<file path="src/rtl/muldiv_pkg.sv">
// Shared constants and types for the iterative RV32M multiply/divide unit.
package muldiv_pkg;
  localparam int XLEN_DEF  = 32;
  localparam int CNT_W_DEF = 6;

  localparam logic [2:0] F3_MUL    = 3'b000;
  localparam logic [2:0] F3_MULH   = 3'b001;
  localparam logic [2:0] F3_MULHSU = 3'b010;
  localparam logic [2:0] F3_MULHU  = 3'b011;
  localparam logic [2:0] F3_DIV    = 3'b100;
  localparam logic [2:0] F3_DIVU   = 3'b101;
  localparam logic [2:0] F3_REM    = 3'b110;
  localparam logic [2:0] F3_REMU   = 3'b111;

  typedef enum logic [1:0] {S_IDLE, S_CALC, S_DONE} state_t;

  localparam logic [XLEN_DEF-1:0] DIV0_QUOT = {XLEN_DEF{1'b1}};
  localparam logic [XLEN_DEF-1:0] INT_MIN   = {1'b1, {(XLEN_DEF-1){1'b0}}};
endpackage

</file>
<file path="src/rtl/muldiv_if.sv">
// Request / write-back bundle between the issue stage and the mul/div unit.
interface muldiv_if #(parameter int XLEN = muldiv_pkg::XLEN_DEF);
  logic            start;
  logic [2:0]      funct3;
  logic [XLEN-1:0] op_a;
  logic [XLEN-1:0] op_b;
  logic [4:0]      rd;
  logic            busy;
  logic            done;
  logic [XLEN-1:0] result;
  logic            wb_we;
  logic [4:0]      wb_waddr;
  logic [XLEN-1:0] wb_wdat;

  modport master (output start, funct3, op_a, op_b, rd,
                  input  busy, done, result, wb_we, wb_waddr, wb_wdat);
  modport slave  (input  start, funct3, op_a, op_b, rd,
                  output busy, done, result, wb_we, wb_waddr, wb_wdat);
endinterface

</file>
<file path="src/rtl/muldiv_iter_dp.sv">
// Radix-2 datapath: shift-add multiply or restoring divide on magnitudes.
// {hi,lo} holds the product, or remainder/quotient, after XLEN steps.
module muldiv_iter_dp #(parameter int XLEN = 32) (
  input  logic            clk,
  input  logic            rst,
  input  logic            load,
  input  logic            step,
  input  logic            is_div,
  input  logic [XLEN-1:0] a_in,
  input  logic [XLEN-1:0] b_in,
  output logic [XLEN-1:0] hi,
  output logic [XLEN-1:0] lo
);
  logic [XLEN-1:0] b_q;
  logic [XLEN:0]   add_sum, rem_sh, rem_sub;

  always_comb begin
    add_sum = {1'b0, hi} + (lo[0] ? {1'b0, b_q} : {(XLEN+1){1'b0}});
    rem_sh  = {hi, lo[XLEN-1]};
    rem_sub = rem_sh - {1'b0, b_q};
  end

  always_ff @(posedge clk) begin
    if (rst) begin
      hi  <= '0;
      lo  <= '0;
      b_q <= '0;
    end else if (load) begin
      hi  <= '0;
      lo  <= a_in;
      b_q <= b_in;
    end else if (step) begin
      if (is_div) begin
        // MSB of the trial difference is set exactly when the divisor does not fit
        if (!rem_sub[XLEN]) begin
          hi <= rem_sub[XLEN-1:0];
          lo <= {lo[XLEN-2:0], 1'b1};
        end else begin
          hi <= rem_sh[XLEN-1:0];
          lo <= {lo[XLEN-2:0], 1'b0};
        end
      end else begin
        hi <= add_sum[XLEN:1];
        lo <= {add_sum[0], lo[XLEN-1:1]};
      end
    end
  end
endmodule

</file>
<file path="src/rtl/muldiv_unit.sv">
// Iterative RV32M multiply/divide unit with register-file write-back beat.
// Build option: MULDIV_FAST_MUL_EN gives the four MUL ops a one-cycle multiplier.
module muldiv_unit
  import muldiv_pkg::*;
#(
  parameter int XLEN  = XLEN_DEF,
  parameter int CNT_W = CNT_W_DEF
) (
  input logic      clk,
  input logic      rst,
  muldiv_if.slave  bus
);
  localparam logic [CNT_W-1:0] LAST = CNT_W'(XLEN);

  state_t            state, nstate;
  logic [CNT_W-1:0]  cnt;
  logic [2:0]        f3_q;
  logic [4:0]        rd_q;
  logic              neg_q, spec_q;
  logic [XLEN-1:0]   spec_val_q, result_q, dp_hi, dp_lo, fin;
  logic              sa, sb, a_neg, b_neg, neg_in, is_div_in, spec_hit;
  logic [XLEN-1:0]   a_mag, b_mag, spec_val;
  logic [2*XLEN-1:0] prod, prod_f;
  logic              accept, step;
`ifdef MULDIV_FAST_MUL_EN
  logic [2*XLEN-1:0] fprod;
`endif

  assign accept = (state == S_IDLE) && bus.start;
  assign step   = (state == S_CALC) && (cnt != LAST);

  // Operand signs and magnitudes; MUL is treated as unsigned since its low word is sign-agnostic
  always_comb begin
    is_div_in = bus.funct3[2];
    sa        = (bus.funct3 == F3_MULH) || (bus.funct3 == F3_MULHSU) ||
                (bus.funct3 == F3_DIV)  || (bus.funct3 == F3_REM);
    sb        = (bus.funct3 == F3_MULH) || (bus.funct3 == F3_DIV) || (bus.funct3 == F3_REM);
    a_neg     = sa && bus.op_a[XLEN-1];
    b_neg     = sb && bus.op_b[XLEN-1];
    a_mag     = a_neg ? -bus.op_a : bus.op_a;
    b_mag     = b_neg ? -bus.op_b : bus.op_b;
    neg_in    = (is_div_in && bus.funct3[1]) ? a_neg : (a_neg ^ b_neg);
  end

  always_comb begin
    spec_hit = 1'b0;
    spec_val = '0;
`ifdef MULDIV_FAST_MUL_EN
    fprod    = '0;
`endif
    if (is_div_in && bus.op_b == '0) begin
      spec_hit = 1'b1;
      spec_val = bus.funct3[1] ? bus.op_a : DIV0_QUOT;
    end else if (is_div_in && !bus.funct3[0] && bus.op_a == INT_MIN && bus.op_b == '1) begin
      spec_hit = 1'b1;
      spec_val = bus.funct3[1] ? '0 : INT_MIN;
    end
`ifdef MULDIV_FAST_MUL_EN
    else if (!is_div_in) begin
      spec_hit = 1'b1;
      fprod    = {{XLEN{1'b0}}, a_mag} * {{XLEN{1'b0}}, b_mag};
      if (neg_in) fprod = -fprod;
      spec_val = (bus.funct3 == F3_MUL) ? fprod[XLEN-1:0] : fprod[2*XLEN-1:XLEN];
    end
`endif
  end

  muldiv_iter_dp #(.XLEN(XLEN)) u_dp (
    .clk(clk), .rst(rst), .load(accept), .step(step), .is_div(f3_q[2]),
    .a_in(a_mag), .b_in(b_mag), .hi(dp_hi), .lo(dp_lo)
  );

  always_comb begin
    prod   = {dp_hi, dp_lo};
    prod_f = neg_q ? -prod : prod;
    if (spec_q)          fin = spec_val_q;
    else if (!f3_q[2])   fin = (f3_q == F3_MUL) ? prod_f[XLEN-1:0] : prod_f[2*XLEN-1:XLEN];
    else if (!f3_q[1])   fin = neg_q ? -dp_lo : dp_lo;
    else                 fin = neg_q ? -dp_hi : dp_hi;
  end

  always_ff @(posedge clk) begin
    if (rst) state <= S_IDLE;
    else     state <= nstate;
  end

  always_comb begin
    nstate = state;
    unique case (state)
      S_IDLE:  if (bus.start) nstate = S_CALC;
      S_CALC:  if (cnt == LAST) nstate = S_DONE;
      S_DONE:  nstate = S_IDLE;
      default: nstate = S_IDLE;
    endcase
  end

  always_comb begin
    bus.busy     = (state != S_IDLE);
    bus.done     = (state == S_DONE);
    bus.result   = result_q;
    bus.wb_wdat  = result_q;
    bus.wb_waddr = rd_q;
    bus.wb_we    = (state == S_DONE) && (rd_q != 5'd0);
  end

  // Special/fast results take one fixup-only CALC cycle (counter preset to LAST)
  // so the result register has a single load point.
  always_ff @(posedge clk) begin
    if (rst) begin
      cnt        <= '0;
      f3_q       <= '0;
      rd_q       <= '0;
      neg_q      <= 1'b0;
      spec_q     <= 1'b0;
      spec_val_q <= '0;
      result_q   <= '0;
    end else if (accept) begin
      cnt        <= spec_hit ? LAST : '0;
      f3_q       <= bus.funct3;
      rd_q       <= bus.rd;
      neg_q      <= neg_in;
      spec_q     <= spec_hit;
      spec_val_q <= spec_val;
    end else if (state == S_CALC) begin
      if (cnt != LAST) begin
        cnt <= cnt + 1'b1;
      end else begin
        cnt      <= '0;
        result_q <= fin;
      end
    end
  end
endmodule

</file>
<file path="src/flat_wrapper.sv">
// flat-port wrapper written by rule: the top's interface ports become plain ports
module muldiv_unit_flat import muldiv_pkg::*;
#(
  parameter int XLEN  = XLEN_DEF,
  parameter int CNT_W = CNT_W_DEF
)
  (clk, rst, bus_start, bus_funct3, bus_op_a, bus_op_b, bus_rd, bus_busy, bus_done, bus_result, bus_wb_we, bus_wb_waddr, bus_wb_wdat);
  muldiv_if #(.XLEN(XLEN)) bus_i ();
  input logic clk;
  input logic rst;
  input wire logic [$bits(bus_i.start)-1:0] bus_start;
  input wire logic [$bits(bus_i.funct3)-1:0] bus_funct3;
  input wire logic [$bits(bus_i.op_a)-1:0] bus_op_a;
  input wire logic [$bits(bus_i.op_b)-1:0] bus_op_b;
  input wire logic [$bits(bus_i.rd)-1:0] bus_rd;
  output wire logic [$bits(bus_i.busy)-1:0] bus_busy;
  output wire logic [$bits(bus_i.done)-1:0] bus_done;
  output wire logic [$bits(bus_i.result)-1:0] bus_result;
  output wire logic [$bits(bus_i.wb_we)-1:0] bus_wb_we;
  output wire logic [$bits(bus_i.wb_waddr)-1:0] bus_wb_waddr;
  output wire logic [$bits(bus_i.wb_wdat)-1:0] bus_wb_wdat;
  assign bus_i.start = bus_start;
  assign bus_i.funct3 = bus_funct3;
  assign bus_i.op_a = bus_op_a;
  assign bus_i.op_b = bus_op_b;
  assign bus_i.rd = bus_rd;
  assign bus_busy = bus_i.busy;
  assign bus_done = bus_i.done;
  assign bus_result = bus_i.result;
  assign bus_wb_we = bus_i.wb_we;
  assign bus_wb_waddr = bus_i.wb_waddr;
  assign bus_wb_wdat = bus_i.wb_wdat;
  muldiv_unit #(.XLEN(XLEN), .CNT_W(CNT_W)) u_core (.clk(clk), .rst(rst), .bus(bus_i));
endmodule
</file>
<file path="config.mk">
export PLATFORM = sky130hd
export DESIGN_NAME = muldiv_unit_flat
export DESIGN_NICKNAME = d
export VERILOG_FILES = /design/src/rtl/muldiv_pkg.sv /design/src/rtl/muldiv_if.sv /design/src/rtl/muldiv_iter_dp.sv /design/src/rtl/muldiv_unit.sv /design/src/flat_wrapper.sv
export SDC_FILE = /design/constraint.sdc
export NUM_CORES = 1
export LEC_CHECK = 0
export BUFFER_PORTS_ARGS = -buffer_cell sky130_fd_sc_hd__buf_2
export CAP_MARGIN = 20
export CORE_ASPECT_RATIO = 0.9
export CORE_MARGIN = 10
export CORE_UTILIZATION = 61
export DETAILED_ROUTE_END_ITERATION = 16
export HOLD_SLACK_MARGIN = 0.1
export PLACE_DENSITY = 0.82
export SLEW_MARGIN = 30
export SYNTH_ARGS = -nofsm -noshare
export SYNTH_HDL_FRONTEND = slang
export SYNTH_SLANG_ARGS = --single-unit
</file>
<file path="constraint.sdc">
create_clock -name clk -period 5.8 [get_ports clk]
set_clock_uncertainty 0.15 [all_clocks]
set_input_delay 0.58 -clock clk [delete_from_list [all_inputs] [get_ports clk]]
set_output_delay 0.58 -clock clk [all_outputs]
set_load 0.05 [all_outputs]
</file>
==> results list <==
- Number of cells upsized or downsized after cts: 0
* Synth unique cells: between 60 and 70
- The design draws 0.00416 W.
- The worst hold path belongs to the class input port to flip-flop.
- Placed wire-length estimate: roughly 39,000 um
- Worst-skew pair later-pin latency: 0.46 ns
- Sequential element share of the synthesized area: 0.235
* Cell Pwr Density: 255 mW/mm^2
- The flow ran to the end, and the final reports show no timing, DRC or antenna violations.
- Crit. Startpoint: u_core.u_dp.lo[31]$_SDFFE_PP0P_
- TritonCTS built the clock tree.
- DIE HEIGHT: about 170 um
- The clock net in this run drives a total of roughly 180 sinks.
- Post-route cell area: ~0.016 mm^2
* Critical path endpoint category: flip-flop
- In this run the clock root is driven by a clkbuf_16.
* Mux cell area share after synthesis: 0.0422
- Worst voltage drop across the vdd grid: roughly 0.00028 V
* Number of storage elements in the synthesis netlist: roughly 180
- In this run the most critical hold path is launched from bus_rd[1].
- For this run, design rule violations remaining after detail routing come to 0.
* Most common cell after layout, fill and taps aside: nor2_1
- Die ar.: about 0.032 mm^2
- Routability cong.: ~1.0
* H-Tree Level Count: 4
* Cell type with the highest aggregate area in the netlist: dfxtp_1
* Routed wirelength normalized by instance count: 21.8 um
- In the layout the commonest cells are 215 x nor2_1, 177 x o21ai_0, 176 x dfxtp_1.
- M3 GR Usage: 0.103
* DRT Pass-1 Iters: 6
- Standard cell area after detailed placement: ~0.016 mm^2
- Row generation in the floorplan step produced 54 rows.
* Number of design-rule violations left by the first detailed-router iteration: 2,111
- Proportion of netlist area held by the largest area contributor: 0.235
* Post-Synthesis Mean Instance Area: 7.31 um^2
* Ant. Diodes: 0
- The routed layout has around 16,000 vias.
* Ratio of final minimum period to clock period: 0.843
- Yosys attributes the largest share of cell area to dfxtp_1 23%, o21ai_0 5.9%, ha_1 5.9%.
* Cells after synthesis: between 2,000 and 2,500
- Total congestion overflow after global routing: 0
- The most used flip-flop cell after synthesis is dfxtp_1.
- Worst setup path category: flip-flop to flip-flop
- GR Util met1: 0.443
- Counting flops with a built-in enable in the synthesized netlist gives 0.
- The final hold violation count came to 0.
* Accumulated negative setup slack: 0 ns
- Static Leakage: between 6 and 7 nW
- The cell area that synthesis handed to floorplanning was around 0.015 mm^2.
* Number of clock buffers inserted by TritonCTS: 17
* Transition at the pin with the smallest max-transition slack: 0.964 ns
- Yosys warnings: 0
- Summed over all layers, the routed wires come to around 53,000 um.
* Synthesized-area fraction occupied by xor and xnor cells: 0.106
* Post-Synthesis Net Count: roughly 2,200
- The routed design could run at a clock period as short as slightly below 5 ns.
- roughly 150 I/O pins were placed.
- Proportion of synthesized flip-flops having asynchronous set or reset: 0
- In the final design database the tool counted about 2,200 nets.
* Clock transition at the registers of the reported paths: roughly 0.080 ns
- Filler instances: 2,163
* Max_cap viols: 0
* Routing layer with the top usage in global route: met2
- Setup violations remaining at the end of the flow were counted as 0.
- Quantity of hold-fixing buffers added after cts: 0
* Buffers inserted by post-CTS timing repair: 0
- The worst path meets setup with between 0.9 and 1 ns of slack.
- Timing would allow up to around 200 MHz.
* Horizontal die dimension: between 150 and 200 um
- Count of cells along the worst register-to-register path: 15
* Worst-case setup slack after placement: 1.11 ns
- The worst setup path is launched from a flip-flop.
- Reg2Reg Launch Point: u_core.u_dp.lo[31]$_SDFFE_PP0P_
- Post-Synth Adder-Cell Area: 0.0612
- The share of the synthesized area in compound gates (AO/OA/AOI/OAI) was 0.277.
- At the worst endpoint, the arrival time is a little over 5 ns.
- At the worst endpoint, the required time is about 6.0 ns.
* Main combinational cell family by area after synthesis: compound AO/OA/AOI/OAI gates
- Layout cell share with drive strength beyond 1: 0.119
- For this run, global-route usage on met2 was measured as 0.473.
- Of all nets on the critical path, the largest fanout is 38.
- Across every metal layer, demand over resource in global routing totals 0.325.
- Number of nets still failing antenna checks after routing: 0
* Maximum clock path buffer count: 2
* Unrepaired setup endpoints after global routing: false
- From synthesis to final layout, the design area changed by 7.56%.
- Worst-case headroom to the max-slew limit: 0.357
- Largest net degree at the start of global routing: 96
- Using the TritonRoute via totals, the vias-per-cell ratio works out to 6.61.
- The via count of the first global-routing pass was 14,829.
- The initial utilization of the core area, before any placement, comes to 0.622.
* Pins over their slew limit: 0
- Global-route wire length before repair: 82,000 um
- Antenna violations before repair: 1
- Number of port buffers: approximately 150
- Basic-gate share of the synthesized area counting and, or, nand and nor cells: 0.208
- The total area inside the core boundary comes to about 0.024 mm^2.
* Hold depth: 3
## worst max-delay path, stage by stage (launching register included)
cell      delay (ns)
dfxtp_1         0.58
inv_1           0.08
ha_1            0.22
fa_1            0.41
nand2b_1        0.18
a21o_1          0.21
a32o_1          0.27
o21ai_0         0.17
nand2_1         0.14
o41ai_1         0.80
a21oi_1         0.23
xnor2_2         0.16
buf_4           0.49
mux2_2          0.39
o21ai_0         0.14
o21ai_0         0.11
## per-layer routing
metal  vias to the layer above  part of all wire
li1                       7454                 -
met1                      7513              0.42
met2                       935              0.42
met3                       148              0.12
met4                         2             0.031
met5                         -           0.00025
## flip-flops by register name, indices dropped and copies added (netlist names)
register / flops
u_core.bus.result: 32
u_core.spec_val_q: 32
u_core.u_dp.b_q: 32
u_core.u_dp.hi: 32
u_core.u_dp.lo: 32
u_core.cnt: 6
u_core.bus.wb_waddr: 5
u_core.f3_q: 3
u_core.state: 2
u_core.neg_q: 1
u_core.spec_q: 1
## cell usage after synthesis, drive strengths merged (19+ instances only)
library cell and number:
o21ai 183, ha 71, clkbuf 140, xnor2 86, nor3 46, nand3 46
a211oi 97, nand2b 22, nor2 218, mux2i 46, inv 68, nor2b 38
o31ai 30, dfxtp 178, nand2 172, nand4 19, buf 44, a221oi 19
or3 31, xor2 97, a21oi 171, a21o 27
## power breakdown
| part | internal (W) | switching, W |
|---|---|---|
| logic | 0.000539 | 0.000953 |
| clock network | 0.000699 | 0.000549 |
| registers | 0.00130 | 0.000129 |
## layout make-up
cell class	instances	area, um^2	share of cell area
Multi-Input combinational cell	1646	10600	0.648
Sequential cell	178	3570	0.219
Timing Repair Buffer	167	891	0.0546
Clock buffer	22	495	0.0304
Tap cell	336	420	0.0258
Inverter	68	255	0.0156
Clock inverter	10	120	0.00736
## worst paths after layout
check | endpoint | slack (ns)
setup / recovery | u_core.u_dp.hi[7]$_SDFFE_PP0P_ | 0.91
hold / removal | u_core.bus.wb_waddr[1]$_SDFFE_PP0P_ | 0.21
hold reg to reg | u_core.spec_val_q[30]$_SDFFE_PP0P_ | 0.30
setup reg to reg | u_core.u_dp.hi[7]$_SDFFE_PP0P_ | 0.91
## kinds of logic after synthesis
group | Yosys count
AOI/OAI and AO/OA | 662
xor gates and xnor gates | 183
adders and majority gates | 73
buffers and inverters | 252
DFF | 178
muxes | 62
and+or+nand+nor | 666
## metrics by stage
stage	util	hold WS, ns	instances
2_1_floorplan	-	0.266	2076
3_3_place_gp	0.644	0.277	2395
3_5_place_dp	0.644	0.288	2395
4_1_cts	0.669	0.209	2427
5_1_grt	0.669	0.221	2427
6_report	0.669	0.215	2427
No activity file was read; power rests on OpenSTA's default activity.
